**config.mk**
```make
export PLATFORM = sky130hd
export DESIGN_NAME = multdiv_issue_ctrl
export DESIGN_NICKNAME = d
export VERILOG_FILES = /design/src/rtl/multdiv_issue_ctrl.sv
export SDC_FILE = /design/constraint.sdc
export NUM_CORES = 1
export LEC_CHECK = 0
export CORE_MARGIN = 2
export CORE_UTILIZATION = 35
export CTS_CLUSTER_DIAMETER = 50
export DETAILED_ROUTE_END_ITERATION = 8
export HOLD_SLACK_MARGIN = 0.1
export PLACE_DENSITY_LB_ADDON = 0.25
export SLEW_MARGIN = 40
export SYNTH_ARGS = -nofsm -noshare
export SYNTH_HDL_FRONTEND = slang
export SYNTH_SLANG_ARGS = --single-unit
```
**constraint.sdc**
```tcl
create_clock -name clock -period 5.2 [get_ports clock]
set_input_delay 1.3 -clock clock [delete_from_list [all_inputs] [get_ports clock]]
set_output_delay 1.3 -clock clock [all_outputs]
set_load 0.01 [all_outputs]
```
**src/rtl/multdiv_issue_ctrl.sv**
```systemverilog
// Issue/stall controller between the execute stage and the multdiv unit: pulses a
// start, freezes the pipeline until the result (or a timeout), then emits one writeback.
module multdiv_issue_ctrl #(
  parameter int unsigned TIMEOUT     = 40,
  parameter int unsigned RSTATUS_REG = 30,
  parameter int unsigned EXC_MULT    = 4,
  parameter int unsigned EXC_DIV     = 5
) (
  input  logic        clock,
  input  logic        reset,
  input  logic        ex_isMult,
  input  logic        ex_isDiv,
  input  logic [4:0]  ex_rd,
  input  logic [31:0] ex_operandA,
  input  logic [31:0] ex_operandB,
  input  logic [31:0] md_result,
  input  logic        md_exception,
  input  logic        md_resultRDY,
  output logic        ctrl_MULT,
  output logic        ctrl_DIV,
  output logic [31:0] md_operandA,
  output logic [31:0] md_operandB,
  output logic        stall,
  output logic        wb_valid,
  output logic [4:0]  wb_rd,
  output logic [31:0] wb_data,
  output logic [4:0]  busy_rd
);

  localparam int unsigned CW = (TIMEOUT > 1) ? $clog2(TIMEOUT) : 1;

  localparam logic [1:0] S_IDLE = 2'd0;
  localparam logic [1:0] S_BUSY = 2'd1;
  localparam logic [1:0] S_DONE = 2'd2;

  logic [1:0]    state_q,    state_d;
  logic          is_div_q,   is_div_d;
  logic [4:0]    busy_rd_q,  busy_rd_d;
  logic [CW-1:0] cnt_q,      cnt_d;
  logic          wb_valid_q, wb_valid_d;
  logic [4:0]    wb_rd_q,    wb_rd_d;
  logic [31:0]   wb_data_q,  wb_data_d;
  logic          take_exc;

  assign md_operandA = ex_operandA;
  assign md_operandB = ex_operandB;
  assign wb_valid    = wb_valid_q;
  assign wb_rd       = wb_rd_q;
  assign wb_data     = wb_data_q;
  assign busy_rd     = busy_rd_q;

  always_comb begin
    state_d    = state_q;
    is_div_d   = is_div_q;
    busy_rd_d  = busy_rd_q;
    cnt_d      = cnt_q;
    wb_valid_d = 1'b0;
    wb_rd_d    = wb_rd_q;
    wb_data_d  = wb_data_q;
    ctrl_MULT  = 1'b0;
    ctrl_DIV   = 1'b0;
    stall      = 1'b0;
    take_exc   = 1'b0;
    case (state_q)
      S_IDLE: begin
        if ((ex_isMult || ex_isDiv) && !reset) begin
          ctrl_MULT = ex_isMult;
          ctrl_DIV  = ex_isDiv;
          stall     = 1'b1;
          is_div_d  = ex_isDiv;
          busy_rd_d = ex_rd;
          cnt_d     = '0;
          state_d   = S_BUSY;
        end
      end
      S_BUSY: begin
        stall = !reset;
        cnt_d = cnt_q + 1'b1;
        // A result arriving on the last allowed cycle still wins over the timeout.
        if (md_resultRDY || (cnt_q == CW'(TIMEOUT - 1))) begin
          take_exc = !md_resultRDY || md_exception;
          state_d  = S_DONE;
          if (take_exc) begin
            wb_valid_d = 1'b1;
            wb_rd_d    = 5'(RSTATUS_REG);
            wb_data_d  = is_div_q ? 32'(EXC_DIV) : 32'(EXC_MULT);
          end else begin
            wb_valid_d = (busy_rd_q != '0);
            wb_rd_d    = busy_rd_q;
            wb_data_d  = md_result;
          end
        end
      end
      S_DONE: begin
        // The instruction still visible in X here is the one just completed.
        busy_rd_d = '0;
        state_d   = S_IDLE;
      end
      default: state_d = S_IDLE;
    endcase
  end

  always_ff @(posedge clock or posedge reset) begin
    if (reset) begin
      state_q    <= S_IDLE;
      is_div_q   <= 1'b0;
      busy_rd_q  <= '0;
      cnt_q      <= '0;
      wb_valid_q <= 1'b0;
      wb_rd_q    <= '0;
      wb_data_q  <= '0;
    end else begin
      state_q    <= state_d;
      is_div_q   <= is_div_d;
      busy_rd_q  <= busy_rd_d;
      cnt_q      <= cnt_d;
      wb_valid_q <= wb_valid_d;
      wb_rd_q    <= wb_rd_d;
      wb_data_q  <= wb_data_d;
    end
  end

endmodule

```
After elaboration in Yosys (flattened, before gate mapping)
Index checks and enable logic that the tools add are counted.
- register bits after elaboration: 52
- input bits: 107
- $add $sub $neg: 1
- eq/ne operators: 5
- multiplexer cells: 19
- reductions and logical operators: 15
- operators by type and width (kind ; number):
    2-to-1 mux 32 bit ; 1
    case mux 6 bit (2 select lines) ; 1
    2-to-1 mux 5 bit ; 2
    case mux 5 bit (2 select lines) ; 1
    AND reduction 2 bit ; 5
    2-to-1 mux 1 bit ; 9
    adder 6 x 1 -> 6 bit, second input constant ; 1
    equality test 6 bit, second input constant ; 1
    2-to-1 mux 6 bit ; 1
    nonzero test 5 bit ; 1
    2-to-1 mux 2 bit ; 2
    inequality test 2 bit, second input constant ; 2
    case mux 2 bit (2 select lines) ; 1
    nonzero test 2 bit ; 2
    logical OR 1 bit ; 3
    equality test 2 x 1 -> 1 bit, second input constant ; 1
    equality test 2 bit, second input constant ; 1
    logical NOT 1 bit ; 2
    logical NOT 2 bit ; 1
    case mux 1 bit (2 select lines) ; 1
    logical AND 1 bit ; 1

Longest topological paths before layout
- word-level depth: 5
- mapped depth: 6
- mapped depth without buffers: 5

Least setup slack after synthesis
OpenSTA, ideal clock, no wires.
- path kind: input-to-output
- start point: in reset
- end point: out ctrl_DIV
- arrival: 1.969 ns
- data required time: 3.900 ns
- setup slack: 1.931 ns
- cell stages on the path: 3
- cells stage by stage: o21bai_1 > nor2_2 > and2_1
- word-level cells in the longest chain between the ends: 4
- ends and longest elaborated chain (element ; line ; source):
    start: declaration ; 10 ; input logic reset,
    logical NOT 1 bit (no source line) ; - ;
    logical AND 1 bit ; 66 ; if ((ex_isMult || ex_isDiv) && !reset) begin
    2-to-1 mux 1 bit ; 66 ;
    2-to-1 mux 1 bit ; 64 ; case (state_q)
    end: declaration ; 20 ; output logic ctrl_DIV,
Every way passes these cells.

Final worst setup path
- start point: in reset
- end point: out ctrl_MULT
- word-level cells in the longest chain between the ends: 4
- ends and longest elaborated chain (element ; line ; source):
    logical NOT 1 bit (no source line) ; - ;
    logical AND 1 bit ; 66 ;
    2-to-1 mux 1 bit ; 66 ;
    2-to-1 mux 1 bit ; 64 ;
    end: declaration ; 19 ; output logic ctrl_MULT,
Every way passes these cells.

==> out/metrics.yaml <==
via_per_inst: 4.85
synth_compound_area_frac: 0.184
via_count: 1631
cp-end-kind: "primary output"
start_util: 0.356
ctsHtreeMaxLevel: 2
synthSimpleGateAreaFrac: 0.0487
postLayoutCellArea_sq_um: 3120
gp_congestion: 0.741
synth_fp_nets: 320
status: "completed"
rows: 31
fin_crit_ps: 4400
crit_slowest_cell: "clkdlybuf4s50_1"
cp_max_fo: 8
p_leak_nw: 1.38
yosys_warnings: 0
path_class: "input port to primary output"
root_buffer: "clkbuf_8"
switchingPower_uw: 552
synth.mux.area_fraction: 0.0266
grt_pass1_vias: 1581
cts_resized: 0
slew_violations: 0
rsz0062_at_grt: "false"
dp_hpwl_mm: 3.53
hp-class: "flop to flop"
postCtsHoldBufs: 0
drc: 0
synth.cell_area_sq_um: 2540
finalClockSkew_ps: 3.18
fin_setup_tns_ps: 0
die_x_um: 89.3
cp.arrival_ps: 3100
worst_slack_ps: 800
clk_latency_ps: 300
worstPathRequired_ps: 3900
wire_per_inst_um: 14.9
final_nets: 344
synth_xor_area_frac: 0
maxCapViolations: 0
min_period_over_period: 0.846
synth_top_family_by_area: "buffers and inverters"
p_seq_frac: 0.413
pre_cts_slack_ps: 798
firstDrtPassIters: 4
portBuffers: 88
syn_inst: 212
p_clk_frac: 0.138
postCtsSetupBuffers: 0
peakVddDrop_mv: 0.258
intPower_mw: 1.17
grt-ovfl-total: 0
worst_pin_slew_ps: 634
grt.total_usage: 0.125
io_pins: 217
crit_path_start_kind: "input port"
synthDistinctLibCells: 32
min_path_cells: 1
diodes: 0
path_clk_slew_ps: 90
cts_tree: "done"
drive_gt1_frac: 0.0591
crit_chain: "clkdlybuf4s50_1 > o21bai_1 > nor2_2 > and2_1 > clkdlybuf4s50_1"
ys_seq_elements: 52
grt_max_degree: 53
swShare: 0.321
antenna_found_initial: 0
grt_pass1_wl_mm: 7.69
yosysSeqAreaShare: 0.512
cellPowerDensity_nw_per_um2: 551
area_delta_synth_final_pct: 22.7
crit_path_max_incr_delay_ps: 530
max_freq_mhz: 227
wl_mm: 5.02
setup_viol: 0
synth_adder_area_share: 0.00492
reg2reg_depth: 5
drt_iter0_drc: 57
path_common_cell: "clkdlybuf4s50_1"
syn_area_per_cell_sq_um: 12.0
maxSlewHeadroom: 0.578
cts.sinks: 52
combinationalPowerShare: 0.448
ctsLongestPathBuffers: 2
holdWs_ps: 482
core_sq_um: 7140
hold_violations: 0
placed_area_sq_um: 3030
fp.dieH_um: 89.3
cts_buffers: 5
die-area_sq_um: 7970
postRouteAntennaNets: 0
sequential cells by signal (all words and copies together) (netlist names):
| signal | count |
|---|---|
| state_q | 2 |
| busy_rd | 5 |
| cnt_q | 6 |
| wb_rd | 5 |
| wb_data | 32 |
| is_div_q | 1 |
| wb_valid | 1 |
metal layers:
layer,vias up,GRT usage,share of wire
li1,734,-,-
met1,788,0.161,0.43
met2,90,0.192,0.46
met3,19,0.0434,0.095
met4,0,0.0516,0.019
met5,-,0,0
cells in the mapped netlist:
master,instances,area (sq um)
o21ai_0,3,15.0
inv_1,4,15.0
nand4_1,3,18.8
nor2_2,1,6.26
nand2_1,1,3.75
nand2b_1,1,6.26
mux2_1,2,22.5
and3b_1,2,17.5
a21oi_1,5,25.0
a31oi_1,2,12.5
or2_1,1,6.26
a31o_1,1,8.76
buf_4,64,480
and3_1,1,6.26
ha_1,1,12.5
and2_4,1,8.76
mux2_4,1,15.0
nor2_1,2,7.51
buf_6,5,56.3
dfrtp_1,52,1300
mux2i_1,3,30.0
nor3_1,1,5.00
o21bai_1,1,7.51
and4bb_1,1,12.5
and2_1,2,12.5
nor2b_1,2,12.5
buf_2,3,15.0
a21oi_4,1,16.3
o22a_1,5,43.8
a21o_1,2,15.0
inv_2,1,3.75
a22o_1,37,324
layout make-up:
type                            instances  area, sq um
Tap cell                               99          124
Clock buffer                            7         86.3
Sequential cell                        52         1300
Clock inverter                          1         7.51
Timing Repair Buffer                   89          908
Fill cell                             708         4020
Inverter                                5         21.3
Multi-Input combinational cell         83          672
power by group through the flow:
stage	Combinational [mW]	Clock (mW)	Sequential (mW)
final	0.772	0.238	0.711
after detailed placement	0.781	0	0.717
after global placement	0.763	0	0.719
after CTS	0.785	0.249	0.712
after floorplan	0.344	0	0.777
after global routing	0.840	0.266	0.735
through the flow:
step	instances	total power [mW]	util
final	336	1.72	0.437
after global routing	336	1.84	0.437
after CTS	336	1.75	0.437
after detailed placement	328	1.50	0.424
after global placement	327	1.48	0.420
after floorplan	212	1.12	-
critical path, delay by kind of cell:
family | cells | cell delay, ps
simple gates | 2 | 510
buf+inv | 2 | 1000
compound gates | 1 | 280
cells by family after synthesis:
logic type,Yosys count
adder cells (fa/ha/maj),1
AO/OA/AOI/OAI,57
buffers and inverters,77
AND/OR/NAND/NOR,19
multiplexers,6
flip-flops,52
layout by cell type, fill, tap and decap left out, types with 3 or more instances in the layout:
cell and count:
clkbuf_8 6, inv_1 3, a22o_1 37, mux2i_1 3, o22a_1 5, o21ai_0 3
dfrtp_1 52, clkdlybuf4s50_1 88, a21oi_1 5, nand4_1 3
final timing paths:
path | from | to | slack (ps)
setup / recovery | reset | ctrl_MULT | 800
hold / removal | cnt_q[5] | cnt_q[5] | 480
setup reg to reg | cnt_q[0] | wb_data[0] | 3160
hold reg to reg | cnt_q[5] | cnt_q[5] | 480
max in group asynchronous | reset | wb_data[2] | 3290
min in group asynchronous | reset | cnt_q[1] | 1460
Power figures use the tool's default switching activity.
